**src/rtl/ctrl_unit_pipe_if.sv**
```systemverilog
// Decode-to-Execute control bus of the RV32 decode/control block.
// The master side is the pipeline front end; the slave side is ctrl_unit_pipe.
interface ctrl_unit_pipe_if #(
    parameter int unsigned OP_WIDTH     = 7,
    parameter int unsigned FUNCT3_WIDTH = 3,
    parameter int unsigned FUNCT7_WIDTH = 7
);
    logic [OP_WIDTH-1:0]     i_OP_D;
    logic [FUNCT3_WIDTH-1:0] i_FUNCT3_D;
    logic [FUNCT7_WIDTH-1:0] i_FUNCT7_D;
    logic                    i_Valid_D;
    logic                    i_Bubble_E;
    logic                    i_Flush_E;

    logic [2:0]              o_immSrc_D;
    logic                    o_RegWrite_E;
    logic [1:0]              o_ResultSrc_E;
    logic                    o_MemWrite_E;
    logic                    o_Jump_E;
    logic                    o_Branch_E;
    logic                    o_ALUSrc_E;
    logic                    o_LUI_E;
    logic                    o_JalR_E;
    logic [3:0]              o_ALU_Control_E;
    logic                    o_MD_E;
    logic [2:0]              o_MD_Op_E;
    logic                    o_MD_Done_E;
    logic                    o_Valid_E;
    logic                    o_Illegal_E;
    logic                    o_Stall_MD;

    modport master (
        output i_OP_D, i_FUNCT3_D, i_FUNCT7_D, i_Valid_D, i_Bubble_E, i_Flush_E,
        input  o_immSrc_D, o_RegWrite_E, o_ResultSrc_E, o_MemWrite_E, o_Jump_E, o_Branch_E,
        input  o_ALUSrc_E, o_LUI_E, o_JalR_E, o_ALU_Control_E, o_MD_E, o_MD_Op_E,
        input  o_MD_Done_E, o_Valid_E, o_Illegal_E, o_Stall_MD
    );

    modport slave (
        input  i_OP_D, i_FUNCT3_D, i_FUNCT7_D, i_Valid_D, i_Bubble_E, i_Flush_E,
        output o_immSrc_D, o_RegWrite_E, o_ResultSrc_E, o_MemWrite_E, o_Jump_E, o_Branch_E,
        output o_ALUSrc_E, o_LUI_E, o_JalR_E, o_ALU_Control_E, o_MD_E, o_MD_Op_E,
        output o_MD_Done_E, o_Valid_E, o_Illegal_E, o_Stall_MD
    );
endinterface

```
**src/rtl/ctrl_unit_pipe.sv**
```systemverilog
// RV32I/M decoder with a registered D/E control word, bubble/flush support and a
// small FSM that holds Execute for multi-cycle MUL/DIV operations.
module ctrl_unit_pipe #(
    parameter int unsigned OP_WIDTH     = 7,
    parameter int unsigned FUNCT3_WIDTH = 3,
    parameter int unsigned FUNCT7_WIDTH = 7,
    parameter bit          ENABLE_M     = 1'b1,
    parameter int unsigned MUL_LAT      = 3,
    parameter int unsigned DIV_LAT      = 34
) (
    input logic            i_CLK,
    input logic            i_RST,
    ctrl_unit_pipe_if.slave bus
);
    localparam int unsigned MaxLat = (MUL_LAT > DIV_LAT) ? MUL_LAT : DIV_LAT;
    localparam int unsigned CntW   = (MaxLat > 1) ? $clog2(MaxLat) : 1;
    localparam logic [CntW-1:0] MulLoad = CntW'(MUL_LAT - 1);
    localparam logic [CntW-1:0] DivLoad = CntW'(DIV_LAT - 1);

    localparam logic [OP_WIDTH-1:0] OpOpImm  = OP_WIDTH'(7'b0010011);
    localparam logic [OP_WIDTH-1:0] OpOp     = OP_WIDTH'(7'b0110011);
    localparam logic [OP_WIDTH-1:0] OpStore  = OP_WIDTH'(7'b0100011);
    localparam logic [OP_WIDTH-1:0] OpLoad   = OP_WIDTH'(7'b0000011);
    localparam logic [OP_WIDTH-1:0] OpBranch = OP_WIDTH'(7'b1100011);
    localparam logic [OP_WIDTH-1:0] OpJal    = OP_WIDTH'(7'b1101111);
    localparam logic [OP_WIDTH-1:0] OpJalr   = OP_WIDTH'(7'b1100111);
    localparam logic [OP_WIDTH-1:0] OpLui    = OP_WIDTH'(7'b0110111);
    localparam logic [OP_WIDTH-1:0] OpAuipc  = OP_WIDTH'(7'b0010111);
    localparam logic [FUNCT7_WIDTH-1:0] F7MulDiv = FUNCT7_WIDTH'(7'b0000001);

    localparam logic [3:0] AluAdd  = 4'b0000;
    localparam logic [3:0] AluSub  = 4'b0001;
    localparam logic [3:0] AluAnd  = 4'b0010;
    localparam logic [3:0] AluOr   = 4'b0011;
    localparam logic [3:0] AluXor  = 4'b0100;
    localparam logic [3:0] AluSll  = 4'b0101;
    localparam logic [3:0] AluSrl  = 4'b0110;
    localparam logic [3:0] AluSra  = 4'b0111;
    localparam logic [3:0] AluSlt  = 4'b1000;
    localparam logic [3:0] AluSltu = 4'b1001;

    localparam logic [2:0] ImmI = 3'b000;
    localparam logic [2:0] ImmS = 3'b001;
    localparam logic [2:0] ImmB = 3'b010;
    localparam logic [2:0] ImmJ = 3'b011;
    localparam logic [2:0] ImmU = 3'b100;

    typedef struct packed {
        logic       reg_write;
        logic [1:0] result_src;
        logic       mem_write;
        logic       jump;
        logic       branch;
        logic       alu_src;
        logic       lui;
        logic       jalr;
        logic [3:0] alu_ctrl;
        logic       md;
        logic [2:0] md_op;
        logic       valid;
        logic       illegal;
    } ctrl_t;

    typedef enum logic [0:0] {StIdle, StMdBusy} state_e;

    logic [OP_WIDTH-1:0]     op;
    logic [FUNCT3_WIDTH-1:0] f3;
    logic [FUNCT7_WIDTH-1:0] f7;
    logic                    is_op_reg;
    logic                    is_md_enc;
    logic [3:0]              alu_f3;
    logic [2:0]              imm_src;
    ctrl_t                   dec;
    ctrl_t                   e_q, e_d;
    state_e                  state_q, state_d;
    logic [CntW-1:0]         cnt_q, cnt_d;
    logic [CntW-1:0]         load_val;
    logic                    stall;

    assign op        = bus.i_OP_D;
    assign f3        = bus.i_FUNCT3_D;
    assign f7        = bus.i_FUNCT7_D;
    assign is_op_reg = (op == OpOp);
    assign is_md_enc = is_op_reg && (f7 == F7MulDiv);

    // funct7[5] selects SUB only for register-register ops; SRA for both forms.
    always_comb begin
        alu_f3 = AluAdd;
        unique case (f3[2:0])
            3'b000: alu_f3 = (is_op_reg && f7[5]) ? AluSub : AluAdd;
            3'b001: alu_f3 = AluSll;
            3'b010: alu_f3 = AluSlt;
            3'b011: alu_f3 = AluSltu;
            3'b100: alu_f3 = AluXor;
            3'b101: alu_f3 = f7[5] ? AluSra : AluSrl;
            3'b110: alu_f3 = AluOr;
            3'b111: alu_f3 = AluAnd;
            default: alu_f3 = AluAdd;
        endcase
    end

    always_comb begin
        dec     = '0;
        imm_src = ImmI;
        case (op)
            OpOpImm: begin
                dec.reg_write = 1'b1;
                dec.alu_src   = 1'b1;
                dec.alu_ctrl  = alu_f3;
            end
            OpOp: begin
                if (is_md_enc) begin
                    if (ENABLE_M) begin
                        dec.reg_write = 1'b1;
                        dec.md        = 1'b1;
                        dec.md_op     = f3[2:0];
                    end else begin
                        dec.illegal = 1'b1;
                    end
                end else begin
                    dec.reg_write = 1'b1;
                    dec.alu_ctrl  = alu_f3;
                end
            end
            OpStore: begin
                dec.result_src = 2'b01;
                dec.mem_write  = 1'b1;
                dec.alu_src    = 1'b1;
                imm_src        = ImmS;
            end
            OpLoad: begin
                dec.reg_write  = 1'b1;
                dec.result_src = 2'b01;
                dec.alu_src    = 1'b1;
            end
            OpBranch: begin
                dec.result_src = 2'b01;
                dec.branch     = 1'b1;
                dec.alu_ctrl   = AluSub;
                imm_src        = ImmB;
            end
            OpJal: begin
                dec.reg_write  = 1'b1;
                dec.result_src = 2'b10;
                dec.jump       = 1'b1;
                dec.alu_src    = 1'b1;
                imm_src        = ImmJ;
            end
            OpJalr: begin
                dec.reg_write  = 1'b1;
                dec.result_src = 2'b10;
                dec.jump       = 1'b1;
                dec.jalr       = 1'b1;
            end
            OpLui: begin
                dec.reg_write = 1'b1;
                dec.alu_src   = 1'b1;
                dec.lui       = 1'b1;
                imm_src       = ImmU;
            end
            OpAuipc: begin
                dec.reg_write  = 1'b1;
                dec.result_src = 2'b11;
                dec.alu_src    = 1'b1;
                imm_src        = ImmU;
            end
            default: dec.illegal = 1'b1;
        endcase
        if (dec.illegal) begin
            imm_src = ImmI;
        end
        dec.valid = bus.i_Valid_D;
    end

    assign stall = (state_q == StMdBusy) && (cnt_q != '0);

    always_comb begin
        e_d      = e_q;
        state_d  = state_q;
        cnt_d    = cnt_q;
        load_val = dec.md_op[2] ? DivLoad : MulLoad;
        if (bus.i_Flush_E) begin
            e_d     = '0;
            state_d = StIdle;
            cnt_d   = '0;
        end else if (stall) begin
            cnt_d = cnt_q - CntW'(1);
        end else if (bus.i_Bubble_E || !bus.i_Valid_D) begin
            e_d     = '0;
            state_d = StIdle;
            cnt_d   = '0;
        end else begin
            e_d     = dec;
            state_d = StIdle;
            cnt_d   = '0;
            if (dec.md) begin
                cnt_d   = load_val;
                state_d = (load_val != '0) ? StMdBusy : StIdle;
            end
        end
    end

    always_ff @(posedge i_CLK) begin
        if (i_RST) begin
            e_q     <= '0;
            state_q <= StIdle;
            cnt_q   <= '0;
        end else begin
            e_q     <= e_d;
            state_q <= state_d;
            cnt_q   <= cnt_d;
        end
    end

    assign bus.o_immSrc_D      = imm_src;
    assign bus.o_RegWrite_E    = e_q.reg_write;
    assign bus.o_ResultSrc_E   = e_q.result_src;
    assign bus.o_MemWrite_E    = e_q.mem_write;
    assign bus.o_Jump_E        = e_q.jump;
    assign bus.o_Branch_E      = e_q.branch;
    assign bus.o_ALUSrc_E      = e_q.alu_src;
    assign bus.o_LUI_E         = e_q.lui;
    assign bus.o_JalR_E        = e_q.jalr;
    assign bus.o_ALU_Control_E = e_q.alu_ctrl;
    assign bus.o_MD_E          = e_q.md;
    assign bus.o_MD_Op_E       = e_q.md_op;
    assign bus.o_MD_Done_E     = e_q.md && e_q.valid && (cnt_q == '0);
    assign bus.o_Valid_E       = e_q.valid;
    assign bus.o_Illegal_E     = e_q.illegal;
    assign bus.o_Stall_MD      = stall;
endmodule

```
**src/flat_wrapper.sv**
```systemverilog
// flat-port wrapper written by rule: the top's interface ports become plain ports
module ctrl_unit_pipe_flat 
#(
    parameter int unsigned OP_WIDTH     = 7,
    parameter int unsigned FUNCT3_WIDTH = 3,
    parameter int unsigned FUNCT7_WIDTH = 7,
    parameter bit          ENABLE_M     = 1'b1,
    parameter int unsigned MUL_LAT      = 3,
    parameter int unsigned DIV_LAT      = 34
)
  (i_CLK, i_RST, bus_i_OP_D, bus_i_FUNCT3_D, bus_i_FUNCT7_D, bus_i_Valid_D, bus_i_Bubble_E, bus_i_Flush_E, bus_o_immSrc_D, bus_o_RegWrite_E, bus_o_ResultSrc_E, bus_o_MemWrite_E, bus_o_Jump_E, bus_o_Branch_E, bus_o_ALUSrc_E, bus_o_LUI_E, bus_o_JalR_E, bus_o_ALU_Control_E, bus_o_MD_E, bus_o_MD_Op_E, bus_o_MD_Done_E, bus_o_Valid_E, bus_o_Illegal_E, bus_o_Stall_MD);
  ctrl_unit_pipe_if #(.OP_WIDTH(OP_WIDTH), .FUNCT3_WIDTH(FUNCT3_WIDTH), .FUNCT7_WIDTH(FUNCT7_WIDTH)) bus_i ();
  input logic i_CLK;
  input logic i_RST;
  input wire logic [$bits(bus_i.i_OP_D)-1:0] bus_i_OP_D;
  input wire logic [$bits(bus_i.i_FUNCT3_D)-1:0] bus_i_FUNCT3_D;
  input wire logic [$bits(bus_i.i_FUNCT7_D)-1:0] bus_i_FUNCT7_D;
  input wire logic [$bits(bus_i.i_Valid_D)-1:0] bus_i_Valid_D;
  input wire logic [$bits(bus_i.i_Bubble_E)-1:0] bus_i_Bubble_E;
  input wire logic [$bits(bus_i.i_Flush_E)-1:0] bus_i_Flush_E;
  output wire logic [$bits(bus_i.o_immSrc_D)-1:0] bus_o_immSrc_D;
  output wire logic [$bits(bus_i.o_RegWrite_E)-1:0] bus_o_RegWrite_E;
  output wire logic [$bits(bus_i.o_ResultSrc_E)-1:0] bus_o_ResultSrc_E;
  output wire logic [$bits(bus_i.o_MemWrite_E)-1:0] bus_o_MemWrite_E;
  output wire logic [$bits(bus_i.o_Jump_E)-1:0] bus_o_Jump_E;
  output wire logic [$bits(bus_i.o_Branch_E)-1:0] bus_o_Branch_E;
  output wire logic [$bits(bus_i.o_ALUSrc_E)-1:0] bus_o_ALUSrc_E;
  output wire logic [$bits(bus_i.o_LUI_E)-1:0] bus_o_LUI_E;
  output wire logic [$bits(bus_i.o_JalR_E)-1:0] bus_o_JalR_E;
  output wire logic [$bits(bus_i.o_ALU_Control_E)-1:0] bus_o_ALU_Control_E;
  output wire logic [$bits(bus_i.o_MD_E)-1:0] bus_o_MD_E;
  output wire logic [$bits(bus_i.o_MD_Op_E)-1:0] bus_o_MD_Op_E;
  output wire logic [$bits(bus_i.o_MD_Done_E)-1:0] bus_o_MD_Done_E;
  output wire logic [$bits(bus_i.o_Valid_E)-1:0] bus_o_Valid_E;
  output wire logic [$bits(bus_i.o_Illegal_E)-1:0] bus_o_Illegal_E;
  output wire logic [$bits(bus_i.o_Stall_MD)-1:0] bus_o_Stall_MD;
  assign bus_i.i_OP_D = bus_i_OP_D;
  assign bus_i.i_FUNCT3_D = bus_i_FUNCT3_D;
  assign bus_i.i_FUNCT7_D = bus_i_FUNCT7_D;
  assign bus_i.i_Valid_D = bus_i_Valid_D;
  assign bus_i.i_Bubble_E = bus_i_Bubble_E;
  assign bus_i.i_Flush_E = bus_i_Flush_E;
  assign bus_o_immSrc_D = bus_i.o_immSrc_D;
  assign bus_o_RegWrite_E = bus_i.o_RegWrite_E;
  assign bus_o_ResultSrc_E = bus_i.o_ResultSrc_E;
  assign bus_o_MemWrite_E = bus_i.o_MemWrite_E;
  assign bus_o_Jump_E = bus_i.o_Jump_E;
  assign bus_o_Branch_E = bus_i.o_Branch_E;
  assign bus_o_ALUSrc_E = bus_i.o_ALUSrc_E;
  assign bus_o_LUI_E = bus_i.o_LUI_E;
  assign bus_o_JalR_E = bus_i.o_JalR_E;
  assign bus_o_ALU_Control_E = bus_i.o_ALU_Control_E;
  assign bus_o_MD_E = bus_i.o_MD_E;
  assign bus_o_MD_Op_E = bus_i.o_MD_Op_E;
  assign bus_o_MD_Done_E = bus_i.o_MD_Done_E;
  assign bus_o_Valid_E = bus_i.o_Valid_E;
  assign bus_o_Illegal_E = bus_i.o_Illegal_E;
  assign bus_o_Stall_MD = bus_i.o_Stall_MD;
  ctrl_unit_pipe #(.OP_WIDTH(OP_WIDTH), .FUNCT3_WIDTH(FUNCT3_WIDTH), .FUNCT7_WIDTH(FUNCT7_WIDTH), .ENABLE_M(ENABLE_M), .MUL_LAT(MUL_LAT), .DIV_LAT(DIV_LAT)) u_core (.i_CLK(i_CLK), .i_RST(i_RST), .bus(bus_i));
endmodule
```
**config.mk**
```make
export PLATFORM = sky130hd
export DESIGN_NAME = ctrl_unit_pipe_flat
export DESIGN_NICKNAME = d
export VERILOG_FILES = /design/src/rtl/ctrl_unit_pipe_if.sv /design/src/rtl/ctrl_unit_pipe.sv /design/src/flat_wrapper.sv
export SDC_FILE = /design/constraint.sdc
export NUM_CORES = 1
export LEC_CHECK = 0
export ABC_AREA = 1
export CAP_MARGIN = 20
export CELL_PAD_IN_SITES_DETAIL_PLACEMENT = 0
export CELL_PAD_IN_SITES_GLOBAL_PLACEMENT = 1
export CORE_MARGIN = 4
export CORE_UTILIZATION = 30
export CTS_BUF_LIST = sky130_fd_sc_hd__clkbuf_4 sky130_fd_sc_hd__clkbuf_8
export DETAILED_ROUTE_END_ITERATION = 6
export PLACE_DENSITY = 0.81
export SYNTH_ARGS = -nofsm -noshare
export SYNTH_HDL_FRONTEND = slang
export SYNTH_SLANG_ARGS = --single-unit
```
**constraint.sdc**
```tcl
create_clock -name i_CLK -period 1.9 [get_ports i_CLK]
set_input_delay 0.19 -clock i_CLK [delete_from_list [all_inputs] [get_ports i_CLK]]
set_output_delay 0.19 -clock i_CLK [all_outputs]
set_load 0.01 [all_outputs]
```
==> impl_metrics.tcl <==
set metrics [dict create \
    crit_path_max_fanout 4 \
    cts_setup_buffers 0 \
    synth.area.mux_share_pct 0 \
    regToRegSetupSlack_ps 470 \
    ff2ff_path_depth 8 \
    setup_violations 0 \
    num_vias 1342 \
    reg2reg_to "u_core.bus.o_ALU_Control_E[1]" \
    comb_power_share_pct 12.7 \
    grt_pass1_wl_mm 5.62 \
    numCtsBuffers 3 \
    viasPerCell 4.27 \
    dieArea_sq_um 5460 \
    synth_cells 200 \
    clock_sink_count 25 \
    synth-main-ff-cell "dfxtp_1" \
    clockBufferDepth 2 \
    cts_root_buf "clkbuf_8" \
    required_ps 1710 \
    start_util_pct 31.7 \
    yosysMostFrequentCell "nand2_1" \
    cp-start-kind "input port" \
    synth-simple-area-share_pct 45.5 \
    synth-edff-count 0 \
    die_h_um 73.9 \
    die_w_um 73.9 \
    grt_use_total_pct 13.0 \
    diodes 0 \
    synth_fa_ha_area_share_pct 0.960 \
    min_path_type "register to register" \
    route.detailed.drc 0 \
    synth-seq-cells 25 \
    async_reset_ff_share_pct 0 \
    synth_xor_area_share_pct 0.672 \
    synth_warnings 0 \
    crit_start "bus_i_OP_D[6]" \
    finalCriticalPeriod_ps 1790 \
    synth.distinct_cells 22 \
    antenna_found_initial 0 \
    htreeDepth 1 \
    post_synth.cell_area_avg_sq_um 6.52 \
    hold_violations 0 \
    fin_crit_sh_pct 94.0 \
    area_growth_pct 52.2 \
    slew_violations 0 \
    yosysSeqAreaShare_pct 38.4 \
    drive_above_1_share_pct 14.4 \
    cp_slowest_cell "clkdlybuf4s50_1" \
    p_leak_nw 0.995 \
    fin_util_pct 48.2 \
    rows 23 \
    crit_path_end_kind "output port" \
    synth_common_cells "72 x nand2_1, 27 x nor2_1, 25 x dfxtp_1" \
    finalClockSkew_ps 1.56 \
    routed_wl_mm 3.23 \
    sequentialPowerShare_pct 54.2 \
    syn_nets 223 \
    p_clk_share_pct 33.1 \
    p_per_area_nw_per_um2 489 \
    internal_power_w 0.000757 \
    fin_ws_ps 113 \
    vdd_drop_max_mv 0.272 \
    core_area_sq_um 4120 \
    finalNetCount 288 \
    n_fill_cell 448 \
    r2r_start "u_core.cnt_q[0]" \
    p_sw_w 0.000213 \
    fmax_mhz 560 \
    grt_setup_unrepaired "no" \
    cp_cell_sequence "clkdlybuf4s50_1 > buf_4 > inv_1 > nand2_1 > nor2_1 > clkdlybuf4s50_1" \
    critPathMostFrequentCell "clkdlybuf4s50_1" \
    pre_cts_slack_ps -139 \
    firstDrtPassIters 4 \
    synth_top_family_by_area "simple AND/OR/NAND/NOR gates" \
    holdWs_ps 450 \
    num_io_pins 46 \
    sw_frac_of_total_pct 22.0 \
    yosysTopAreaCellShare_pct 38.4 \
    cpPeakStageDelay_ps 540 \
    globalRouteOverflowTotal 0 \
    status "finished, final reports clean" \
    path_class "input port to output port" \
    synth_compound_area_share_pct 6.72 \
    final_antenna_net_count 0 \
    max_cap_viol_count 0 \
    grt_pass1_vias 1322 \
    grt_max_degree 14 \
    crit_end "bus_o_immSrc_D[2]" \
    dr.first_iter.drc_count 39 \
    synth_area_leaders "dfxtp_1 38%, nand2_1 21%, nor2_1 7.8%" \
    path_clk_slew_ps 80 \
    io_buffers 45 \
    globalplace.congestion 0.786 \
    yosys.area.top_type "dfxtp_1" \
    maxSlewHeadroom_pct 83.0 \
    synth_area_sq_um 1300 \
    worstPathArrival_ps 1600 \
    wl_per_cell_um 10.3 \
    tritoncts "built" \
    worst_pin_slew_ps 255 \
    clk_latency_ps 260 \
    dp.final_hpwl_mm 2.67 \
]
## registers in the layout, summed over array words and instances (netlist names)
name                        cells
u_core.bus.o_Jump_E             1
u_core.bus.o_LUI_E              1
u_core.cnt_q                    6
u_core.bus.o_JalR_E             1
u_core.bus.o_Valid_E            1
u_core.bus.o_ResultSrc_E        2
u_core.bus.o_Illegal_E          1
u_core.bus.o_MD_E               1
u_core.bus.o_MemWrite_E         1
u_core.bus.o_RegWrite_E         1
u_core.bus.o_Branch_E           1
u_core.bus.o_MD_Op_E            3
u_core.bus.o_ALU_Control_E      4
u_core.bus.o_ALUSrc_E           1
## worst max-delay path, delay by kind of cell
| kind | cells | cell delay, ps |
|---|---|---|
| buffers and inverters | 4 | 1200 |
| AND/OR/NAND/NOR | 2 | 200 |
## metal layers
| metal | track usage [%] | up-vias | part of all wire (%) |
|---|---|---|---|
| li1 | - | 751 | - |
| met1 | 16.2 | 559 | 47 |
| met2 | 21.9 | 30 | 46 |
| met3 | 4.51 | 2 | 6.8 |
| met4 | 2.41 | 0 | 0.59 |
| met5 | 0 | - | 0 |
## worst min-delay path by stage
stage	startpoint	endpoint	slack, ps	cells after the start
4_1_cts	u_core.cnt_q[0]	u_core.cnt_q[0]	450	1
5_1_grt	u_core.bus.o_ALU_Control_E[0]	u_core.bus.o_ALU_Control_E[0]	470	2
2_1_floorplan	bus_i_OP_D[3]	u_core.bus.o_JalR_E	290	1
3_3_place_gp	u_core.cnt_q[0]	u_core.cnt_q[0]	430	1
6_report	u_core.cnt_q[0]	u_core.cnt_q[0]	450	1
3_5_place_dp	u_core.cnt_q[0]	u_core.cnt_q[0]	440	1
## power by group through the flow
stage          logic [W]  registers (W)  clock network [W]
5_1_grt         0.000138       0.000526           0.000354
4_1_cts         0.000125       0.000526           0.000337
2_1_floorplan  0.0000416       0.000539                  0
6_report        0.000123       0.000526           0.000321
3_5_place_dp    0.000125       0.000538                  0
3_3_place_gp    0.000125       0.000538                  0
## cell families (layout without fill, tap and decap cells)
logic type / after synthesis / count (layout)
fa+ha+maj: 1 / 1
buf+inv: 26 / 90
compound gates: 17 / 17
flops: 25 / 25
simple gates: 130 / 130
xor+xnor: 1 / 1
## cell usage in the layout (no fill, tap or decap), drive strengths merged
cell type / instances
o21ai: 10
nand2: 75
xor2: 1
and2b: 1
nand3: 13
clkbuf: 4
dfxtp: 25
o211ai: 1
dlygate4sd2: 1
nor3: 2
inv: 25
clkdlybuf4s15: 1
nor2: 33
buf: 16
a21oi: 6
dlymetal6s2s: 2
ha: 1
or2: 2
clkdlybuf4s50: 41
nand4: 4
## repair_timing
| item | CTS | global route |
|---|---|---|
| hold endpoints to repair | 0 | 0 |
| gates resized for setup | 2 | 4 |
| hold buffers | 0 | 0 |
| endpoints found under the setup margin | 2 | 3 |
## layout make-up
class                   count  area [sq um]  area share (%)
repair buffers             61           574            28.9
flip-flops and latches     25           500            25.2
clock buffers               4          48.8            2.46
inverters                  25          93.8            4.73
multi-input cells         149           704            35.5
well taps                  50          62.6            3.15
## through the flow
| stage | std cells | area (sq um) | total power (W) | TNS (ps) |
|---|---|---|---|---|
| finish | 314 | 1980 | 0.000970 | 0 |
| global route | 314 | 1980 | 0.00102 | 0 |
| CTS | 314 | 1980 | 0.000988 | 0 |
| detailed placement | 310 | 1930 | 0.000663 | -148 |
| global placement | 310 | 1930 | 0.000663 | -149 |
| floorplan | 200 | 1300 | 0.000580 | 0 |
Power figures use the tool's default switching activity.
